`src/rtl/des3_wb_pkg.sv`:
```
// Shared register map, bit positions and FSM encoding for the DES3 Wishbone register block.
package des3_wb_pkg;

  localparam logic [3:0] IDX_CTRL    = 4'd0;
  localparam logic [3:0] IDX_STATUS  = 4'd1;
  localparam logic [3:0] IDX_KEY0    = 4'd2;
  localparam logic [3:0] IDX_DIN_HI  = 4'd8;
  localparam logic [3:0] IDX_DOUT_HI = 4'd10;
  localparam logic [3:0] IDX_DOUT_LO = 4'd11;

  localparam int CTRL_START   = 0;
  localparam int CTRL_DECRYPT = 1;
  localparam int CTRL_IE      = 2;

  localparam int ST_BUSY    = 0;
  localparam int ST_DONE    = 1;
  localparam int ST_TIMEOUT = 2;

  localparam int CORE_LAT_DEF = 48;

  typedef enum logic [1:0] {
    S_IDLE = 2'd0,
    S_RUN  = 2'd1,
    S_DONE = 2'd2
  } state_t;

endpackage

```
`src/rtl/des3_wb_decode.sv`:
```
// Combinational word-index decode: per-register write enables, byte mask, read mux, error flag.
module des3_wb_decode
  import des3_wb_pkg::*;
(
  input  logic [3:0]   idx,
  input  logic [3:0]   sel,
  input  logic         req,
  input  logic         we,
  input  logic         busy,
  input  logic [31:0]  ctrl_rd,
  input  logic [31:0]  status_rd,
  input  logic [191:0] key,
  input  logic [63:0]  din,
  input  logic [63:0]  dout,
  output logic         wr_ctrl,
  output logic         wr_status,
  output logic [5:0]   wr_key,
  output logic [1:0]   wr_din,
  output logic [31:0]  wmask,
  output logic         err,
  output logic [31:0]  rd_data
);

  // Configuration writes are acknowledged but discarded while the core runs.
  logic wr_cfg;
  assign wr_cfg = req & we & ~busy;

  always_comb begin
    wr_ctrl   = 1'b0;
    wr_status = 1'b0;
    wr_key    = '0;
    wr_din    = '0;
    err       = 1'b0;
    rd_data   = '0;
    wmask     = '0;
    for (int b = 0; b < 4; b++) wmask[8*b +: 8] = {8{sel[b]}};

    if (idx == IDX_CTRL) begin
      rd_data = ctrl_rd;
      wr_ctrl = wr_cfg;
    end
    if (idx == IDX_STATUS) begin
      rd_data   = status_rd;
      wr_status = req & we;
    end
    for (int i = 0; i < 6; i++) begin
      if (idx == IDX_KEY0 + 4'(i)) begin
        rd_data   = key[191-32*i -: 32];
        wr_key[i] = wr_cfg;
      end
    end
    for (int i = 0; i < 2; i++) begin
      if (idx == IDX_DIN_HI + 4'(i)) begin
        rd_data   = din[63-32*i -: 32];
        wr_din[i] = wr_cfg;
      end
      if (idx == IDX_DOUT_HI + 4'(i)) begin
        rd_data = dout[63-32*i -: 32];
        err     = we;
      end
    end
    if (idx > IDX_DOUT_LO) err = 1'b1;
  end

endmodule

```
`src/rtl/des3_wb_regs.sv`:
```
// Wishbone register front-end and run/watchdog FSM for a DES3 core.
// Optional macro DES3_WB_REGS_INT_EN enables the CTRL.ie bit and the registered int_o.
module des3_wb_regs
  import des3_wb_pkg::*;
#(
  parameter int AW       = 30,
  parameter int DW       = 32,
  parameter int CORE_LAT = CORE_LAT_DEF
) (
  input  logic           wb_clk_i,
  input  logic           wb_rst_i,
  input  logic [AW-1:0]  wb_adr_i,
  input  logic [DW-1:0]  wb_dat_i,
  input  logic [3:0]     wb_sel_i,
  input  logic           wb_we_i,
  input  logic           wb_cyc_i,
  input  logic           wb_stb_i,
  output logic [DW-1:0]  wb_dat_o,
  output logic           wb_ack_o,
  output logic           wb_err_o,
  output logic           des_start_o,
  output logic           des_decrypt_o,
  output logic [191:0]   des_key_o,
  output logic [63:0]    des_data_o,
  input  logic           des_done_i,
  input  logic [63:0]    des_data_i,
  output logic           int_o
);

  localparam int WD_LIMIT = CORE_LAT + 16;
  localparam int WD_W     = $clog2(CORE_LAT + 17);

  state_t          state, state_nxt;
  logic [WD_W-1:0] wdog;
  logic [191:0]    key_q;
  logic [63:0]     din_q, dout_q;
  logic            decrypt_q, done_q, timeout_q;
  logic            req, busy, start_req, core_done, core_tmo;
  logic            wr_ctrl, wr_status, dec_err;
  logic [5:0]      wr_key;
  logic [1:0]      wr_din;
  logic [31:0]     wmask, rd_data, ctrl_rd, status_rd;
  logic            unused_adr;
`ifdef DES3_WB_REGS_INT_EN
  logic            ie_q;
`endif

  function automatic logic [31:0] merge_bytes(input logic [31:0] cur, input logic [31:0] wdat,
                                               input logic [31:0] mask);
    return (cur & ~mask) | (wdat & mask);
  endfunction

  assign req        = wb_cyc_i & wb_stb_i & ~wb_ack_o & ~wb_err_o;
  assign busy       = (state == S_RUN);
  assign unused_adr = ^wb_adr_i[AW-1:4];
  assign start_req  = wr_ctrl & wmask[CTRL_START] & wb_dat_i[CTRL_START] & (state == S_IDLE);
  assign core_done  = busy & des_done_i;
  assign core_tmo   = busy & ~des_done_i & (wdog == WD_W'(WD_LIMIT));

  assign des_decrypt_o = decrypt_q;
  assign des_key_o     = key_q;
  assign des_data_o    = din_q;

  always_comb begin
    ctrl_rd                = '0;
    ctrl_rd[CTRL_DECRYPT]  = decrypt_q;
`ifdef DES3_WB_REGS_INT_EN
    ctrl_rd[CTRL_IE]       = ie_q;
`endif
    status_rd              = '0;
    status_rd[ST_BUSY]     = busy;
    status_rd[ST_DONE]     = done_q;
    status_rd[ST_TIMEOUT]  = timeout_q;
  end

  des3_wb_decode u_decode (
    .idx       (wb_adr_i[3:0]),
    .sel       (wb_sel_i),
    .req       (req),
    .we        (wb_we_i),
    .busy      (busy),
    .ctrl_rd   (ctrl_rd),
    .status_rd (status_rd),
    .key       (key_q),
    .din       (din_q),
    .dout      (dout_q),
    .wr_ctrl   (wr_ctrl),
    .wr_status (wr_status),
    .wr_key    (wr_key),
    .wr_din    (wr_din),
    .wmask     (wmask),
    .err       (dec_err),
    .rd_data   (rd_data)
  );

  always_comb begin
    state_nxt = state;
    case (state)
      S_IDLE:  if (start_req) state_nxt = S_RUN;
      S_RUN:   if (core_done || core_tmo) state_nxt = S_DONE;
      S_DONE:  state_nxt = S_IDLE;
      default: state_nxt = S_IDLE;
    endcase
  end

  always_ff @(posedge wb_clk_i) begin
    if (wb_rst_i) begin
      state       <= S_IDLE;
      wdog        <= '0;
      wb_ack_o    <= 1'b0;
      wb_err_o    <= 1'b0;
      wb_dat_o    <= '0;
      des_start_o <= 1'b0;
    end else begin
      state       <= state_nxt;
      des_start_o <= start_req;
      wb_ack_o    <= req & ~dec_err;
      wb_err_o    <= req & dec_err;
      wb_dat_o    <= (req && !dec_err) ? rd_data : '0;
      // Saturating watchdog, restarted on every entry to RUN.
      if (start_req) wdog <= '0;
      else if (busy && wdog != '1) wdog <= wdog + 1'b1;
    end
  end

  always_ff @(posedge wb_clk_i) begin
    if (wb_rst_i) begin
      key_q     <= '0;
      din_q     <= '0;
      dout_q    <= '0;
      decrypt_q <= 1'b0;
      done_q    <= 1'b0;
      timeout_q <= 1'b0;
`ifdef DES3_WB_REGS_INT_EN
      ie_q      <= 1'b0;
`endif
    end else begin
      for (int i = 0; i < 6; i++)
        if (wr_key[i]) key_q[191-32*i -: 32] <= merge_bytes(key_q[191-32*i -: 32], wb_dat_i, wmask);
      for (int i = 0; i < 2; i++)
        if (wr_din[i]) din_q[63-32*i -: 32] <= merge_bytes(din_q[63-32*i -: 32], wb_dat_i, wmask);
      if (wr_ctrl && wmask[CTRL_DECRYPT]) decrypt_q <= wb_dat_i[CTRL_DECRYPT];
`ifdef DES3_WB_REGS_INT_EN
      if (wr_ctrl && wmask[CTRL_IE]) ie_q <= wb_dat_i[CTRL_IE];
`endif
      if (core_done) dout_q <= des_data_i;
      // Sticky flags: a hardware set in the same cycle wins over write-1-to-clear.
      if (wr_status && wmask[ST_DONE] && wb_dat_i[ST_DONE]) done_q <= 1'b0;
      if (core_done) done_q <= 1'b1;
      if (wr_status && wmask[ST_TIMEOUT] && wb_dat_i[ST_TIMEOUT]) timeout_q <= 1'b0;
      if (core_tmo) timeout_q <= 1'b1;
    end
  end

`ifdef DES3_WB_REGS_INT_EN
  always_ff @(posedge wb_clk_i) begin
    if (wb_rst_i) int_o <= 1'b0;
    else          int_o <= ie_q & (done_q | timeout_q);
  end
`else
  assign int_o = 1'b0;
`endif

endmodule

```
`config.mk`:
```
export PLATFORM = sky130hd
export DESIGN_NAME = des3_wb_regs
export DESIGN_NICKNAME = d
export VERILOG_FILES = /design/src/rtl/des3_wb_pkg.sv /design/src/rtl/des3_wb_decode.sv /design/src/rtl/des3_wb_regs.sv
export SDC_FILE = /design/constraint.sdc
export NUM_CORES = 1
export LEC_CHECK = 0
export CAP_MARGIN = 20
export CORE_MARGIN = 5
export CORE_UTILIZATION = 35
export DETAILED_ROUTE_END_ITERATION = 10
export SETUP_SLACK_MARGIN = 0.2
export SLEW_MARGIN = 30
export SYNTH_ARGS = -nofsm -noshare
export SYNTH_HDL_FRONTEND = slang
export SYNTH_HIERARCHICAL = 1
export SYNTH_SLANG_ARGS = --single-unit
```
`constraint.sdc`:
```
create_clock -name wb_clk_i -period 2.35 [get_ports wb_clk_i]
set_clock_uncertainty 0.2 [all_clocks]
set_input_delay 0.47 -clock wb_clk_i [delete_from_list [all_inputs] [get_ports wb_clk_i]]
set_output_delay 0.47 -clock wb_clk_i [all_outputs]
set_load 0.01 [all_outputs]
```
==> qor.txt <==
Reg2Reg Depth = 12
GP Congestion = 0.9655
Most common cell in the netlist = nand2_1
CP Class = register to register
Crit path from = wb_err_o$_SDFF_PP0_
Synth top area cells = dfxtp_1 41%, nand2_1 14%, a21oi_1 11%
Overall routing resource usage = 29.92%
Final Hold Viols = 0
Layout cells sized above 1 = 18.87%
Wire length per cell after detailed routing = 24.74 um
Fraction of registers with async set or reset after synthesis = 0%
Max-slew headroom = 49.76%
CTS H-tree depth = 2
MaxCap Viol Count = 0
Slew Limit Fails = 0
Area growth syn-to-layout = 52.18%
Filler cell count in the final layout = 4804
PortBufs = 401
Die Span Y = 237.4 um
Core Util, Final = 53.67%
Setup violations, final = 1
Worst EP required = 2.58 ns
Yosys top cell by area = dfxtp_1
Largest net degree at the start of global routing = 122
Clock-pin slew on the worst setup and hold paths = 0.06 ns
Residual DRC = 0
Routed WL = 91840 um
Top cell type's share of synthesized area = 40.61%
Synth Register Bits = 367
Final Cycle Share = 100.4%
Critical path launch point type = register
Clock Path Buffers = 3
Top cells by count, synth = 698 x nand2_1, 381 x a21oi_1, 367 x dfxtp_1
First-pass GRT wire length = 128200 um
Total Die Area = 56340 sq um
Status = complete, but fails checks
Post-Syn Area = 18090 sq um
Congestion Overflow GR = 0
DRT Pass-1 Iters = 6
Reg2reg start = wb_err_o$_SDFF_PP0_
Initial antenna violation count = 2
DP Worst Slack = -0.7269 ns
Vias in the first global route = 19.50k
Final HPWL from detailed placement = 62890 um
Fmax = 0.4240 GHz
Vias = 20.99k
Final min period = 2.358 ns
Unrepaired setup endpoints after global routing = yes
R2R setup slack = -0.008 ns
Worst-Margin Slew = 0.7513 ns
CTS Sinks = 367
Number of enable flip-flop cells after synthesis = 0
Setup crit end kind = register
Post-Synthesis Cells = 2509
IO Pins = 429
Core Region = 51300 sq um
DIE WIDTH = 237.4 um
Crit path DAT = 2.59 ns
Syn Area/Cell = 7.210 sq um
P_leak = 0.009766 uW
Yosys warns = 6
Failing checks = setup timing
HP Class = input port to register
Via density = 5.654
Hold_sp = wb_sel_i[0]
Starting Density = 35.26%
Worst setup margin = -0.008227 ns
Cts bufs inserted = 43
Clk_lat worst skew = 0.58 ns
Ys flop type = dfxtp_1
DRT antenna net count = 0
Row cnt = 83
Critical Path Fanout Max = 6
Unique masters post-synth = 66
Pwr Density = 537.4 nW/um^2
1st-iter DRT viols = 2426
Register area share after synthesis = 40.61%
VDD IR-drop max = 0.3915 mV
Setup Total Neg Slack = -0.008227 ns
Clk root buf = clkbuf_16
Fin nets = 3140
CTS tree = yes
==> logic make-up (layout without fill, tap and decap cells) <==
logic type / Yosys count / in the layout / synth area share [%]
AO/OA/AOI/OAI: 621 / 621 / 19.66
XOR/XNOR: 2 / 2 / 0.09684
adder cells (fa/ha/maj): 2 / 2 / 0.1383
buffers and inverters: 321 / 783 / 8.341
flip-flops: 367 / 367 / 40.61
multiplexers: 45 / 45 / 3.423
other: 1 / 62 / 0.02073
AND/OR/NAND/NOR: 1150 / 1150 / 27.71
==> cell type report <==
type	count	area, sq um	area share, %
multi-input combinational	1881	10090	36.64
timing repair buffer	697	7720	28.04
sequential	367	7390	26.84
clock buffer	62	1290	4.686
tap	680	850.8	3.090
clock inverter	12	140.1	0.5090
inverter	12	50.05	0.1818
antenna	1	2.502	0.009089
==> layer usage <==
layer  track usage (%)  routed length, um
met1             37.46              35220
met2             50.48              43590
met3             5.337               8141
met4             13.47               4872
met5                 0                 21
==> power by group <==
part / switching (uW) / internal, uW
Clock: 2800 / 4120
Combinational: 975 / 635
Sequential: 19.9 / 6240
==> per-stage QoR <==
stage               hold slack [ns]  cell area [sq um]  power [uW]  std cells
floorplan                    0.2312              18570        7148       2569
global placement             0.2472              23880        7853       3553
detailed placement           0.2464              23880        7863       3553
CTS                         0.03797              26770       14780       3695
global route                0.06231              27530       15160       3711
finish                      0.07102              27530       14800       3712
==> worst max-delay path: stages (launching register included) <==
cell and delay, ns:
dfxtp_2 0.32, nor3_2 0.15, buf_4 0.15, nand2_4 0.06, or2_4 0.28, buf_4 0.15, nor4_4 0.24, buf_6 0.20
buf_6 0.13, clkbuf_16 0.14, nand2_1 0.05, nand2_1 0.07, a21oi_1 0.06
==> worst min path at each step <==
stage                                    endpoint  slack [ns]  depth (start not counted)
after floorplan           dout_q[35]$_SDFFE_PP0P_        0.23                          2
after global placement    dout_q[56]$_SDFFE_PP0P_        0.25                          2
after detailed placement  dout_q[55]$_SDFFE_PP0P_        0.25                          2
after CTS                                register        0.04                          3
after global routing                     register        0.06                          3
final                                    register        0.07                          3
==> cells in the final DEF, fill, tap and decap left out, types with 9 or more instances in the layout <==
cell type          n
nor2_1            43
clkdlybuf4s50_1  305
o22ai_1           25
dfxtp_2           34
a21oi_2           28
a31oi_1            9
nand2_2           48
a21oi_1          353
nand2_4           11
mux2i_1           27
conb_1            61
dlygate4sd2_1     84
and2_1            35
clkbuf_16         56
clkbuf_8          10
nand3_1          252
dfxtp_1          333
buf_12            57
nand2_1          639
nand2b_1          19
or3_1             11
mux4_2            13
a22o_1            14
nor3_1            20
o32ai_1           12
nand3_2           21
a211oi_1          15
inv_1             10
a221oi_1          27
buf_6             22
a22oi_1           10
buf_16            27
buf_4            177
o21ai_0           69
o21ai_1           17
==> timing repair <==
action                     CTS  global route
buffers inserted            41             5
gates resized for setup    222           112
pin swaps                   44            70
cloned                      26            11
hold endpoints to repair     1             0
hold buffers                 1             0
setup endpoints to repair  569           481
Power figures use the tool's default switching activity.
